**config.mk**
```make
export PLATFORM = sky130hd
export DESIGN_NAME = mem_arbiter
export DESIGN_NICKNAME = d
export VERILOG_FILES = /design/src/rtl/mem_arbiter_pkg.sv /design/src/rtl/mem_arbiter_rr_picker.sv /design/src/rtl/mem_arbiter.sv
export SDC_FILE = /design/constraint.sdc
export NUM_CORES = 1
export LEC_CHECK = 0
export ABC_AREA = 1
export CORE_UTILIZATION = 40
export DETAILED_ROUTE_END_ITERATION = 10
export DONT_BUFFER_PORTS = 1
export GPL_TIMING_DRIVEN = 0
export PLACE_DENSITY = 0.57
export SKIP_CTS_REPAIR_TIMING = 1
export SKIP_LAST_GASP = 1
export SLEW_MARGIN = 5
export SYNTH_ARGS = -nofsm -noshare
export SYNTH_HDL_FRONTEND = slang
export SYNTH_HIERARCHICAL = 1
export SYNTH_SLANG_ARGS = --single-unit
```
**constraint.sdc**
```tcl
create_clock -name clk -period 4.6 [get_ports clk]
set_input_delay 0.46 -clock clk [delete_from_list [all_inputs] [get_ports clk]]
set_output_delay 0.46 -clock clk [all_outputs]
set_load 0.02 [all_outputs]
```
**src/rtl/mem_arbiter_pkg.sv**
```systemverilog
// Shared memory-system constants: default RAM word/address widths and core-index sizing.
package mem_arbiter_pkg;

    localparam int unsigned MEM_DATA_W  = 16;
    localparam int unsigned MEM_ADDR_W  = 12;
    localparam int unsigned MEM_N_CORES = 8;
    localparam int unsigned CORE_IDX_W  = (MEM_N_CORES > 1) ? $clog2(MEM_N_CORES) : 1;

    // Width of an encoded core index for n requesters (never zero).
    function automatic int unsigned idx_w(input int unsigned n);
        return (n > 1) ? $clog2(n) : 1;
    endfunction

endpackage

```
**src/rtl/mem_arbiter_rr_picker.sv**
```systemverilog
// Stateless round-robin selector: first requester at or above p, wrapping to 0.
module rr_picker
    import mem_arbiter_pkg::*;
#(
    parameter int unsigned N  = MEM_N_CORES,
    parameter int unsigned IW = idx_w(N)
) (
    input  logic [N-1:0]  req,
    input  logic [IW-1:0] p,
    output logic [N-1:0]  gnt,
    output logic [IW-1:0] winner
);

    logic          found;
    logic [IW:0]   sum;
    logic [IW-1:0] idx;

    // Scan N positions starting at p, keep the first active request.
    always_comb begin
        gnt    = '0;
        winner = '0;
        found  = 1'b0;
        sum    = '0;
        idx    = '0;
        for (int unsigned i = 0; i < N; i++) begin
            sum = {1'b0, p} + (IW+1)'(i);
            if (sum >= (IW+1)'(N)) begin
                sum = sum - (IW+1)'(N);
            end
            idx = sum[IW-1:0];
            if (!found && req[idx]) begin
                found    = 1'b1;
                gnt[idx] = 1'b1;
                winner   = idx;
            end
        end
    end

endmodule

```
**src/rtl/mem_arbiter.sv**
```systemverilog
// Round-robin arbiter sharing one single-port RAM among N_CORES requesters.
// Read data returns two cycles after the grant on a shared rdata bus.
// Optional bus locking is enabled by defining MEM_ARB_LOCK_EN.
module mem_arbiter
    import mem_arbiter_pkg::*;
#(
    parameter int unsigned N_CORES    = MEM_N_CORES,
    parameter int unsigned Data_width = MEM_DATA_W,
    parameter int unsigned Addr_width = MEM_ADDR_W
) (
    input  logic                           clk,
    input  logic                           rstn,
    input  logic [N_CORES-1:0]             req,
    input  logic [N_CORES-1:0]             we,
    input  logic [N_CORES*Addr_width-1:0]  addr,
    input  logic [N_CORES*Data_width-1:0]  din,
`ifdef MEM_ARB_LOCK_EN
    input  logic [N_CORES-1:0]             lock,
`endif
    output logic [N_CORES-1:0]             gnt,
    output logic [N_CORES-1:0]             rvalid,
    output logic [Data_width-1:0]          rdata,
    output logic                           mem_we,
    output logic [Addr_width-1:0]          mem_addr,
    output logic [Data_width-1:0]          mem_din,
    input  logic [Data_width-1:0]          mem_dout
);

    localparam int unsigned IW = idx_w(N_CORES);

    logic [IW-1:0]         ptr_q;
    logic [IW-1:0]         ptr_d;
    logic [N_CORES-1:0]    req_elig;
    logic [N_CORES-1:0]    pick_gnt;
    logic [IW-1:0]         winner;
    logic                  any_gnt;

    logic                  win_we;
    logic [Addr_width-1:0] win_addr;
    logic [Data_width-1:0] win_din;

    logic                  pend0_vld_q;
    logic [IW-1:0]         pend0_idx_q;
    logic                  pend1_vld_q;
    logic [IW-1:0]         pend1_idx_q;

`ifdef MEM_ARB_LOCK_EN
    logic                  own_q;
    logic [IW-1:0]         owner_q;
    logic [N_CORES-1:0]    owner_mask;

    // Decode the current owner into a request mask.
    always_comb begin
        owner_mask = '0;
        for (int unsigned i = 0; i < N_CORES; i++) begin
            owner_mask[i] = (owner_q == IW'(i));
        end
    end

    // Ownership follows the lock bit sampled on each grant to the owner.
    always_ff @(posedge clk) begin
        if (!rstn) begin
            own_q   <= 1'b0;
            owner_q <= '0;
        end else if (any_gnt) begin
            own_q   <= lock[winner];
            owner_q <= winner;
        end
    end

    // Eligible requests: none in reset, only the owner while locked.
    always_comb begin
        req_elig = rstn ? req : '0;
        if (own_q) begin
            req_elig = req_elig & owner_mask;
        end
    end
`else
    // Eligible requests: none while reset is asserted.
    always_comb begin
        req_elig = rstn ? req : '0;
    end
`endif

    rr_picker #(
        .N  (N_CORES),
        .IW (IW)
    ) u_picker (
        .req    (req_elig),
        .p      (ptr_q),
        .gnt    (pick_gnt),
        .winner (winner)
    );

    assign gnt     = pick_gnt;
    assign any_gnt = |pick_gnt;
    assign rdata   = mem_dout;

    // Select the winning core's command fields.
    always_comb begin
        win_we   = 1'b0;
        win_addr = '0;
        win_din  = '0;
        for (int unsigned i = 0; i < N_CORES; i++) begin
            if (winner == IW'(i)) begin
                win_we   = we[i];
                win_addr = addr[i*Addr_width +: Addr_width];
                win_din  = din[i*Data_width +: Data_width];
            end
        end
    end

    // Next pointer: one past the winner, wrapping; hold when idle.
    always_comb begin
        ptr_d = ptr_q;
        if (any_gnt) begin
            if (winner == IW'(N_CORES - 1)) begin
                ptr_d = '0;
            end else begin
                ptr_d = winner + IW'(1);
            end
        end
    end

    // Read-valid strobe for the read that has finished its two-cycle trip.
    always_comb begin
        rvalid = '0;
        if (rstn && pend1_vld_q) begin
            for (int unsigned i = 0; i < N_CORES; i++) begin
                rvalid[i] = (pend1_idx_q == IW'(i));
            end
        end
    end

    // Pointer, RAM command register and read-pending pipeline.
    always_ff @(posedge clk) begin
        if (!rstn) begin
            ptr_q       <= '0;
            mem_we      <= 1'b0;
            mem_addr    <= '0;
            mem_din     <= '0;
            pend0_vld_q <= 1'b0;
            pend0_idx_q <= '0;
            pend1_vld_q <= 1'b0;
            pend1_idx_q <= '0;
        end else begin
            ptr_q <= ptr_d;
            if (any_gnt) begin
                mem_we   <= win_we;
                mem_addr <= win_addr;
                mem_din  <= win_din;
            end else begin
                mem_we   <= 1'b0;
            end
            pend0_vld_q <= any_gnt & ~win_we;
            pend0_idx_q <= winner;
            pend1_vld_q <= pend0_vld_q;
            pend1_idx_q <= pend0_idx_q;
        end
    end

endmodule

```
==> impl_metrics.json <==
{
  "grt_pass1_wl_um": 37100,
  "arrival_ns": 4.41,
  "clkTransAtPathRegs_ns": 0.06,
  "htreeDepth": 2,
  "drc": 0,
  "routedWlPerCell_um": 16.4,
  "io_buffers": 0,
  "whs_ns": 0.357,
  "areaGrowthSynthToFinish_pct": 7.85,
  "cts_max_path_buffers": 2,
  "overflow": 0,
  "viasPerCell": 5.09,
  "dp_cells": 1456,
  "ys_ff_latch": 40,
  "clk_latency_ns": 0.28,
  "gp_congestion": 0.936,
  "fin_worst_skew_ns": 0.00552,
  "post-dp-hpwl_um": 19700,
  "r2r_setup_slack_ns": 0.36,
  "syn-instance-count": 1245,
  "fin_crit_ns": 4.24,
  "layout-drive-gt1-share_pct": 13.7,
  "path_class": "reg2reg",
  "crit_fanout": 10,
  "dpl_worst_slack_ns": -0.586,
  "synth_top_area_share_pct": 27.3,
  "syn-num-nets": 1515,
  "cp.required_ns": 4.77,
  "cts_root_buffer": "clkbuf_16",
  "synth_area_sq_um": 6280,
  "finalSetupViolCount": 0,
  "status": "complete, no violations",
  "grt_antenna_before_repair": 4,
  "nets": 1524,
  "vias": 7489,
  "layout_commonest_cell": "nand2_1",
  "cts_made_buffers": 5,
  "max_freq_mhz": 236,
  "end_kind": "flop",
  "rsz0062_at_grt": "false",
  "slew_viol_final": 0,
  "drt_iter0_drc": 529,
  "relSlewSlack_pct": 61.9,
  "synthTopCellsByArea": "nand2_1 27%, nand3_1 13%, dfxtp_1 13%",
  "syn_avg_cell_area_sq_um": 5.04,
  "first_global_vias": 7161,
  "critPathLaunchType": "flop",
  "start_util_pct": 41.1,
  "drtAntennaViolNets": 0,
  "hold_violations": 0,
  "core-area_sq_um": 15300,
  "synth_cell_type_count": 36,
  "synth-warning-count": 6,
  "rows": 45,
  "cts_tree": "built",
  "fin_cells": 1470,
  "most-common-layout-cells": "457 x nand2_1, 162 x nand3_1, 160 x nor2_1",
  "wirelength_um": 24000,
  "timing.final.ws_setup_ns": 0.362,
  "dr.pass1.iters": 5,
  "ys_seq_area_share_pct": 12.8,
  "cts.sinks": 40,
  "crit_path_frequent_cell": "nand2_1",
  "hold_class": "in2reg",
  "crit_slowest_cell": "dfxtp_4",
  "cap_violations": 0,
  "die_height_um": 127,
  "grtUsageTotal_pct": 29.4,
  "tightest_slew_ns": 0.571,
  "ios": 319,
  "dieArea_sq_um": 16200,
  "yosysTopAreaCell": "nand2_1",
  "grt_max_degree": 12,
  "period_share_pct": 92.1,
  "cpPeakStageDelay_ns": 0.40,
  "die_w_um": 127
}
## routing by layer
metal	global-route usage, %	up-vias	part of all wire, %
li1	-	3811	-
met1	32.7	3304	38
met2	54.1	318	51
met3	6.28	56	7.6
met4	12.2	0	4.0
met5	0	-	0
## final timing paths
check                               startpoint        endpoint  cells after the start
worst min register to register  pend0_idx_q[1]  pend1_idx_q[1]                      2
worst min-delay path                     we[7]          mem_we                      2
worst max register to register        ptr_q[0]     mem_addr[8]                     30
worst max-delay path                  ptr_q[0]     mem_addr[8]                     30
## cell families (layout without fill, tap and decap cells)
group                      count (synthesis)  count (layout)  share of synthesized area [%]
AOI/OAI and AO/OA                         38              38                           3.43
adders and majority gates                 12              12                           2.39
buffers and inverters                    240             249                           17.4
DFF                                       40              40                           12.8
other                                      0               5                              0
and+or+nand+nor                          915             915                           64.1
## flip-flops by register name, summed over array words and instances, names as in the netlist
register / flops
pend0_vld_q: 1
pend1_idx_q: 3
mem_addr: 12
ptr_q: 3
mem_din: 16
pend1_vld_q: 1
mem_we: 1
pend0_idx_q: 3
## worst max-delay path: cells and delay by family (launching register included)
| family | cells | cell delay [ns] |
|---|---|---|
| fa+ha+maj | 2 | 0.42 |
| buf+inv | 11 | 1.61 |
| flops | 1 | 0.40 |
| simple gates | 17 | 1.68 |
## stage by stage
step	TNS [ns]	cell area, sq um	util, %
finish	0	6770	44.4
global route	0	6770	44.4
CTS	-11.35	6680	43.8
detailed placement	-11.50	6540	42.9
global placement	-11.23	6540	42.9
floorplan	0	6280	-
## layout make-up
type | count | area [sq um]
antenna | 5 | 12.5
buffer | 91 | 553
clock buffer | 6 | 129
clock inverter | 1 | 5.00
fill | 1822 | 8490
inverter | 148 | 561
multi-input combinational | 965 | 4420
sequential | 40 | 805
tap | 211 | 264
timing repair buffer | 3 | 22.5
## cells in the mapped netlist, drive strengths merged
library cell  count
nand2           474
nor2            173
nand3           172
inv             146
buf              57
or2              57
dfxtp            40
clkbuf           35
o21ai            29
nor3             26
ha               12
nand4            11
a21oi             4
clkinv            2
nand3b            2
a211oi            1
a22o              1
a31oi             1
a32o              1
o22ai             1
Power is left out: the tool's default activity adds up to more than one toggle a clock period on the data nets, which glitch-free logic cannot reach.
